--- src/rtl/noc_input_port.sv ---
// Router input port: DEPTH-entry flit FIFO with XY route request for the head flit and credit return.
// Optional flit counter output flit_cnt is enabled with NOC_INPORT_STATS_EN.

package noc_input_port_pkg;
    localparam int unsigned FLIT_W    = 20;
    localparam int unsigned COORD_W   = 2;
    localparam int unsigned PAYLOAD_W = 16;
    localparam int unsigned PORT_N    = 5;
    localparam int unsigned STATS_W   = 16;

    localparam int unsigned PORT_L = 0;
    localparam int unsigned PORT_N_DIR = 1;
    localparam int unsigned PORT_E = 2;
    localparam int unsigned PORT_S = 3;
    localparam int unsigned PORT_W = 4;

    typedef struct packed {
        logic [COORD_W-1:0]   dest_x;
        logic [COORD_W-1:0]   dest_y;
        logic [PAYLOAD_W-1:0] payload;
    } flit_t;
endpackage

module noc_input_port
    import noc_input_port_pkg::*;
#(
    parameter int unsigned DEPTH = 8,
    parameter int unsigned MY_X  = 0,
    parameter int unsigned MY_Y  = 0
) (
    input  logic                    clk,
    input  logic                    rst,
    input  logic [19:0]             flit_in,
    input  logic                    in_valid,
    output logic                    credit_out,
    output logic [19:0]             flit_out,
    output logic                    out_valid,
    output logic [4:0]              route_req,
    input  logic                    grant,
    output logic [$clog2(DEPTH):0]  count,
`ifdef NOC_INPORT_STATS_EN
    output logic [15:0]             flit_cnt,
`endif
    output logic                    overflow
);

    localparam int unsigned AW = $clog2(DEPTH);
    localparam int unsigned CW = AW + 1;
    localparam logic [COORD_W-1:0] MY_XL = COORD_W'(MY_X);
    localparam logic [COORD_W-1:0] MY_YL = COORD_W'(MY_Y);

    flit_t          mem [DEPTH];
    flit_t          head;
    logic [AW-1:0]  wr_ptr;
    logic [AW-1:0]  rd_ptr;
    logic [CW-1:0]  count_next;
    logic           full;
    logic           empty;
    logic           pop;
    logic           push;
    logic           drop;

    // A pop frees the slot in the same cycle, so a full FIFO still accepts a flit when granted.
    always_comb begin
        full  = (count == CW'(DEPTH));
        empty = (count == '0);
        pop   = grant && !empty;
        push  = in_valid && (!full || pop);
        drop  = in_valid && full && !pop;
    end

    always_comb begin
        count_next = count;
        case ({push, pop})
            2'b10:   count_next = count + CW'(1);
            2'b01:   count_next = count - CW'(1);
            default: count_next = count;
        endcase
    end

    // Pointer, occupancy and status registers.
    always_ff @(posedge clk or negedge rst) begin
        if (!rst) begin
            wr_ptr     <= '0;
            rd_ptr     <= '0;
            count      <= '0;
            out_valid  <= 1'b0;
            credit_out <= 1'b0;
            overflow   <= 1'b0;
        end else begin
            if (push) begin
                wr_ptr <= wr_ptr + AW'(1);
            end
            if (pop) begin
                rd_ptr <= rd_ptr + AW'(1);
            end
            count      <= count_next;
            out_valid  <= (count_next != '0);
            credit_out <= pop;
            if (drop) begin
                overflow <= 1'b1;
            end
        end
    end

    // Storage needs no reset; contents are only observed through out_valid.
    always_ff @(posedge clk) begin
        if (push) begin
            mem[wr_ptr] <= flit_t'(flit_in);
        end
    end

    always_comb begin
        head     = mem[rd_ptr];
        flit_out = head;
    end

    // XY dimension-ordered route: resolve X first, then Y, else eject locally.
    always_comb begin
        route_req = '0;
        if (out_valid) begin
            if (head.dest_x > MY_XL) begin
                route_req[PORT_E] = 1'b1;
            end else if (head.dest_x < MY_XL) begin
                route_req[PORT_W] = 1'b1;
            end else if (head.dest_y > MY_YL) begin
                route_req[PORT_N_DIR] = 1'b1;
            end else if (head.dest_y < MY_YL) begin
                route_req[PORT_S] = 1'b1;
            end else begin
                route_req[PORT_L] = 1'b1;
            end
        end
    end

`ifdef NOC_INPORT_STATS_EN
    // Accepted-push counter; wraps naturally at 16 bits.
    always_ff @(posedge clk or negedge rst) begin
        if (!rst) begin
            flit_cnt <= '0;
        end else if (push) begin
            flit_cnt <= flit_cnt + STATS_W'(1);
        end
    end
`endif

endmodule

--- config.mk ---
export PLATFORM = sky130hd
export DESIGN_NAME = noc_input_port
export DESIGN_NICKNAME = d
export VERILOG_FILES = /design/src/rtl/noc_input_port.sv
export SDC_FILE = /design/constraint.sdc
export NUM_CORES = 1
export LEC_CHECK = 0
export BUFFER_PORTS_ARGS = -buffer_cell sky130_fd_sc_hd__buf_2
export CAP_MARGIN = 10
export CORE_MARGIN = 2
export CORE_UTILIZATION = 55
export CTS_CLUSTER_SIZE = 25
export DETAILED_ROUTE_END_ITERATION = 8
export MAX_ROUTING_LAYER = met4
export PLACE_DENSITY = 0.74
export SYNTH_ARGS = -nofsm -noshare
export SYNTH_HDL_FRONTEND = slang
export SYNTH_SLANG_ARGS = --single-unit
--- constraint.sdc ---
create_clock -name clk -period 3.4 [get_ports clk]
set_input_delay 0.34 -clock clk [delete_from_list [all_inputs] [get_ports clk]]
set_output_delay 0.34 -clock clk [all_outputs]
set_load 0.01 [all_outputs]
Word level (Yosys, flattened, before mapping)
Memory sizes are Yosys's and may differ from the RTL's.
Index checks and enable logic that the tools add are counted.
{"block": "totals", "register_bits": 13, "ram_bits": 160, "inputBits": 24, "elab_cells": 43, "mem_count": 1}
{"block": "classes", "add_sub_neg": 4, "n_lt_le_gt_ge": 4, "eq_ne": 3, "mux": 15, "n_reduce_logical": 10}
{"memory": "mem", "words": 8, "word_bits": 20, "read_ports": 1, "rd_clocked_by_memory_dff": 0, "write_ports": 1, "line_no": "52", "rtl": "flit_t mem [DEPTH];"}
{"operator": "2-to-1 mux 1 bit", "n": 10}
{"operator": "one-hot mux 4 bit (2 select lines)", "n": 1}
{"operator": "adder 3 x 1 -> 3 bit, second input constant", "n": 2}
{"operator": "2-to-1 mux 2 bit", "n": 3}
{"operator": "2-to-1 mux 5 bit", "n": 1}
{"operator": "adder 4 x 1 -> 4 bit, second input constant", "n": 1}
{"operator": "== test 4 bit, second input constant", "n": 1}
{"operator": "> comparator 2 x 1 -> 1 bit, second input constant", "n": 2}
{"operator": "logical AND 1 bit", "n": 4}
{"operator": "zero test 4 bit", "n": 1}
{"operator": "less-than comparator 2 x 1 -> 1 bit, second input constant", "n": 2}
{"operator": "nonzero test 4 bit", "n": 1}
{"operator": "subtractor 4 x 1 -> 4 bit, second input constant", "n": 1}
{"operator": "zero test 1 bit", "n": 3}
{"operator": "== test 2 x 1 -> 1 bit, second input constant", "n": 1}
{"operator": "== test 2 bit, second input constant", "n": 1}
{"operator": "logical OR 1 bit", "n": 1}

Logic depth before layout (Yosys ltp)
{"block": "depth", "depth_word": 8, "mapped_depth": 10, "depth_no_buf": 10}

Worst setup path after synthesis
OpenSTA, ideal clock, no wires.
{"block": "synth_path", "path_kind": "register to register", "from": "reg count[0]", "to": "mem mem[0][0] (netlist bit) (enable)", "setup_ps": 422, "arrival_time_ps": 2350, "required_ps": 2978, "slack_ps": 628, "path_stages_with_launch": 5, "path_buffers": 0, "synth_period_minus_slack_ps": 2772, "path_cell_list": "dfrtp_1 > or3_1 > o21a_1 > nand2b_1 > nor3_1"}
{"block": "synth_between", "elab_chain_cells": 7, "elab_cells_between_ends": 9}
{"item": "start: declaration", "line_no": "40", "rtl": "output logic [$clog2(DEPTH):0] count,"}
{"item": "start signal: assignment", "line_no": "97", "rtl": "count <= count_next;"}
{"item": "zero test 4 bit", "line_no": "66", "rtl": "empty = (count == '0);"}
{"item": "zero test 1 bit", "line_no": "67", "rtl": "pop = grant && !empty;"}
{"item": "logical AND 1 bit", "line_no": "67"}
{"item": "logical OR 1 bit *", "line_no": "68", "rtl": "push = in_valid && (!full || pop);"}
{"item": "logical AND 1 bit *", "line_no": "68"}
{"item": "2-to-1 mux 1 bit *", "line_no": "108", "rtl": "if (push) begin"}
{"item": "2-to-1 mux 1 bit (not written as such) *", "line_no": "109", "rtl": "mem[wr_ptr] <= flit_t'(flit_in);"}
{"item": "end: declaration", "line_no": "52"}
Mark *: on every way between the ends. The rest lies on a longest branch, timed or not.

Final worst setup path
{"block": "layout_path", "from": "reg rd_ptr[0]", "to": "out route_req[0]"}
{"block": "layout_between", "elab_chain_cells": 7, "elab_cells_between_ends": 10}
{"item": "start: declaration", "line_no": "55", "rtl": "logic [AW-1:0] rd_ptr;"}
{"item": "start signal: assignment", "line_no": "95", "rtl": "rd_ptr <= rd_ptr + AW'(1);"}
{"item": "memory read (8 x 20 bit) *"}
{"item": "less-than comparator 2 x 1 -> 1 bit", "line_no": "128", "rtl": "end else if (head.dest_y < MY_YL) begin"}
{"item": "2-to-1 mux 1 bit", "line_no": "128"}
{"item": "2-to-1 mux 1 bit", "line_no": "126", "rtl": "end else if (head.dest_y > MY_YL) begin"}
{"item": "2-to-1 mux 2 bit", "line_no": "124", "rtl": "end else if (head.dest_x < MY_XL) begin"}
{"item": "2-to-1 mux 2 bit *", "line_no": "122", "rtl": "if (head.dest_x > MY_XL) begin"}
{"item": "2-to-1 mux 5 bit *", "line_no": "121", "rtl": "if (out_valid) begin"}
{"item": "end: declaration", "line_no": "38", "rtl": "output logic [4:0] route_req,"}
Marks and branches as above.

==> metrics.txt <==
Finished Cell Area=7960 sq um; router iterations before antenna repair=5; worst reg-to-reg path cell count=9; Core Region=12500 sq um; dpl cells=538; Critical Path Fanout Max=16; DIE WIDTH=116 um; Resized cells post-CTS=0; Synth Area in XOR/XNOR=0.757%; post-synth top area share=69.2%; number of synthesized flops with an enable pin=160; CP peak stage delay=630 ps; gpl congestion=0.778; largest net degree at the start of global routing=19; slowest cell on the critical path=mux4_1; total CTS buffers=17; synthesized flop and latch total=173; vias in the first global route=3218; share of the cycle needed by the critical path after routing=81.1%; Critical Path RT=3060 ps; initial core utilization=55.7%; CP Capture Type=output pin; Max Cap Violations=0; share of cells above drive strength 1=32.6%; DR WL/cell=21.1 um; met1 usage=25.7%; final number of setup-violating endpoints=0; Clock Sinks=173; Most used DFF post-synth=edfxtp_1; Die ar.=13500 sq um; GR Util All Layers=19.7%; Netlist cell types=37; grt ovf=0; crit path DAT=2420 ps; Top Ports=56; first-pass GRT wire length=18000 um; Die Height=116 um; Final WS setup=643 ps; Placed Area=7420 sq um; worst min path class=in2reg; Fin. Hold Viols=0; hpwl dp=7230 um; slew margin rel.=44.3%; CTS tree=yes; num rows=41; Fmax=363 MHz; pre-CTS setup slack=776 ps; Initial DRC Count=206; Pwr Density=831 nW/um^2; largest family of logic cells by synthesized area=multiplexers; Synth Area in Compound Gates=1.06%; Critical Path Source Type=flip-flop; nets=415; initial antenna violation count=0; Synth Area in Simple Gates=2.76%; area grow syn2layout=14.7%; post-synthesis sequential area ratio=73.9%; worst path cell trace=buf_4 > mux4_1 > nor2_2 > a21oi_1 > nor2_1 > buf_2; clock period minus worst slack=2760 ps; status=complete, no violations; IO buf count=53; FILL cells=859; CTS max path bufs=2; ranking of synthesized cells by area=edfxtp_1 69%, mux4_1 13%, dfrtp_1 4.7%; Synth Area in Adders=0.901%; Clock transition at path regs=60 ps; Async SR Flop Fraction=7.51%; hold path cells=2; static leakage=2.82 nW; Syn Inst Count=313; residual DRC count=0; Syn. warnings=0; WS Path Type=reg2out; GR Layer Usage met3=5.40%; mux contribution to synthesized area=18.5%; cell taking the most area after synthesis=edfxtp_1; Root Buffer=clkbuf_16; TNS Setup=0 ps; Max Slew Vio Count=0; clk_skew=5.70 ps; synthesized area=6940 sq um; maximum VDD drop=0.000478 V; global routing's busiest layer=met2; clk_lat worst skew=420 ps; final WL=12000 um; Syn Area/Cell=22.2 sq um; htree depth=4; via/cell ratio=5.71; GR Util met2=30.8%; RSZ-0062 raised after global routing=no; post-route insts no fill=568; ant diodes=0; Vias=3241; Detail Route Antenna Nets=0; Slew @ Worst Pin=831 ps
registers in the layout (all words and copies together), names as in the netlist:
name        count
rd_ptr          3
overflow        1
mem           160
out_valid       1
wr_ptr          3
count           4
credit_out      1
metal layers:
metal / routed length, um / share of wire (%) / vias up
met5: 0 / 0 / -
met4: 154 / 1.3 / 0
met3: 453 / 3.8 / 13
met2: 6130 / 51 / 91
met1: 5250 / 44 / 1685
li1: - / - / 1452
cells by family after synthesis:
kind of cell,after synthesis
compound gates,10
xor+xnor,6
fa+ha+maj,5
buf+inv,18
flops,173
mux,63
other cells,1
simple gates,37
layout make-up:
class	count	area (sq um)	area share [%]
Clock buffer	18	429	5.39
Clock inverter	11	104	1.30
Inverter	4	15.0	0.189
Multi-Input combinational cell	123	1700	21.3
Sequential cell	173	5130	64.4
Tap cell	172	215	2.70
Timing Repair Buffer	67	373	4.68
per-stage QoR:
step	utilization (%)	hold WS [ps]	total power (W)
3_5_place_dp	59.5	247	0.00492
5_1_grt	63.9	141	0.00693
3_3_place_gp	59.5	236	0.00486
4_1_cts	63.9	126	0.00669
6_report	63.9	144	0.00662
2_1_floorplan	-	44.4	0.00431
placed cells by master, fill, tap and decap left out, types with 4 or more instances in the layout:
master | synthesis | layout
edfxtp_1 | 160 | 160
buf_2 | 2 | 53
mux4_1 | 34 | 34
mux2_2 | 20 | 20
clkbuf_16 | 0 | 17
buf_4 | 2 | 13
dfrtp_1 | 13 | 12
nand2_1 | 9 | 9
nand2b_1 | 7 | 7
nor2_2 | 1 | 7
mux4_2 | 6 | 6
ha_1 | 5 | 5
clkinv_2 | 0 | 5
nor2_1 | 10 | 4
xnor2_1 | 4 | 4
inv_1 | 4 | 4
synthesized netlist by cell type (all sizes together), types with 3 or more instances:
cell and number:
edfxtp 160, mux4 40, mux2 20, dfrtp 13, nor2 11, buf 10
nand2 9, nand2b 7, ha 5, clkbuf 4, inv 4, nor3 4
xnor2 4, mux2i 3
worst max-delay path: cells and delay by family, from the launching register on:
kind | cells | cell delay (ps)
and+or+nand+nor | 2 | 270
AOI/OAI and AO/OA | 1 | 80
buffers and inverters | 2 | 490
muxes | 1 | 630
DFF | 1 | 530
worst paths after layout:
path | from | to | slack, ps
worst min-delay path | in_valid | overflow | 140
worst max register to register | count[2] | out_valid | 770
worst max-delay path | rd_ptr[0] | route_req[0] | 640
max in group asynchronous | rst | rd_ptr[0] | 2780
worst min register to register | overflow | overflow | 450
min in group asynchronous | rst | overflow | 370
power by group:
group          switching (W)  internal [W]
registers           0.000206       0.00266
logic               0.000993      0.000994
clock network       0.000709       0.00105
total                0.00191       0.00471
what timing repair did:
| action | CTS | global route |
|---|---|---|
| endpoints found under the hold margin | 13 | 0 |
| buffers inserted | 0 | 0 |
| hold buffers | 1 | 0 |
Power figures use the tool's default switching activity.
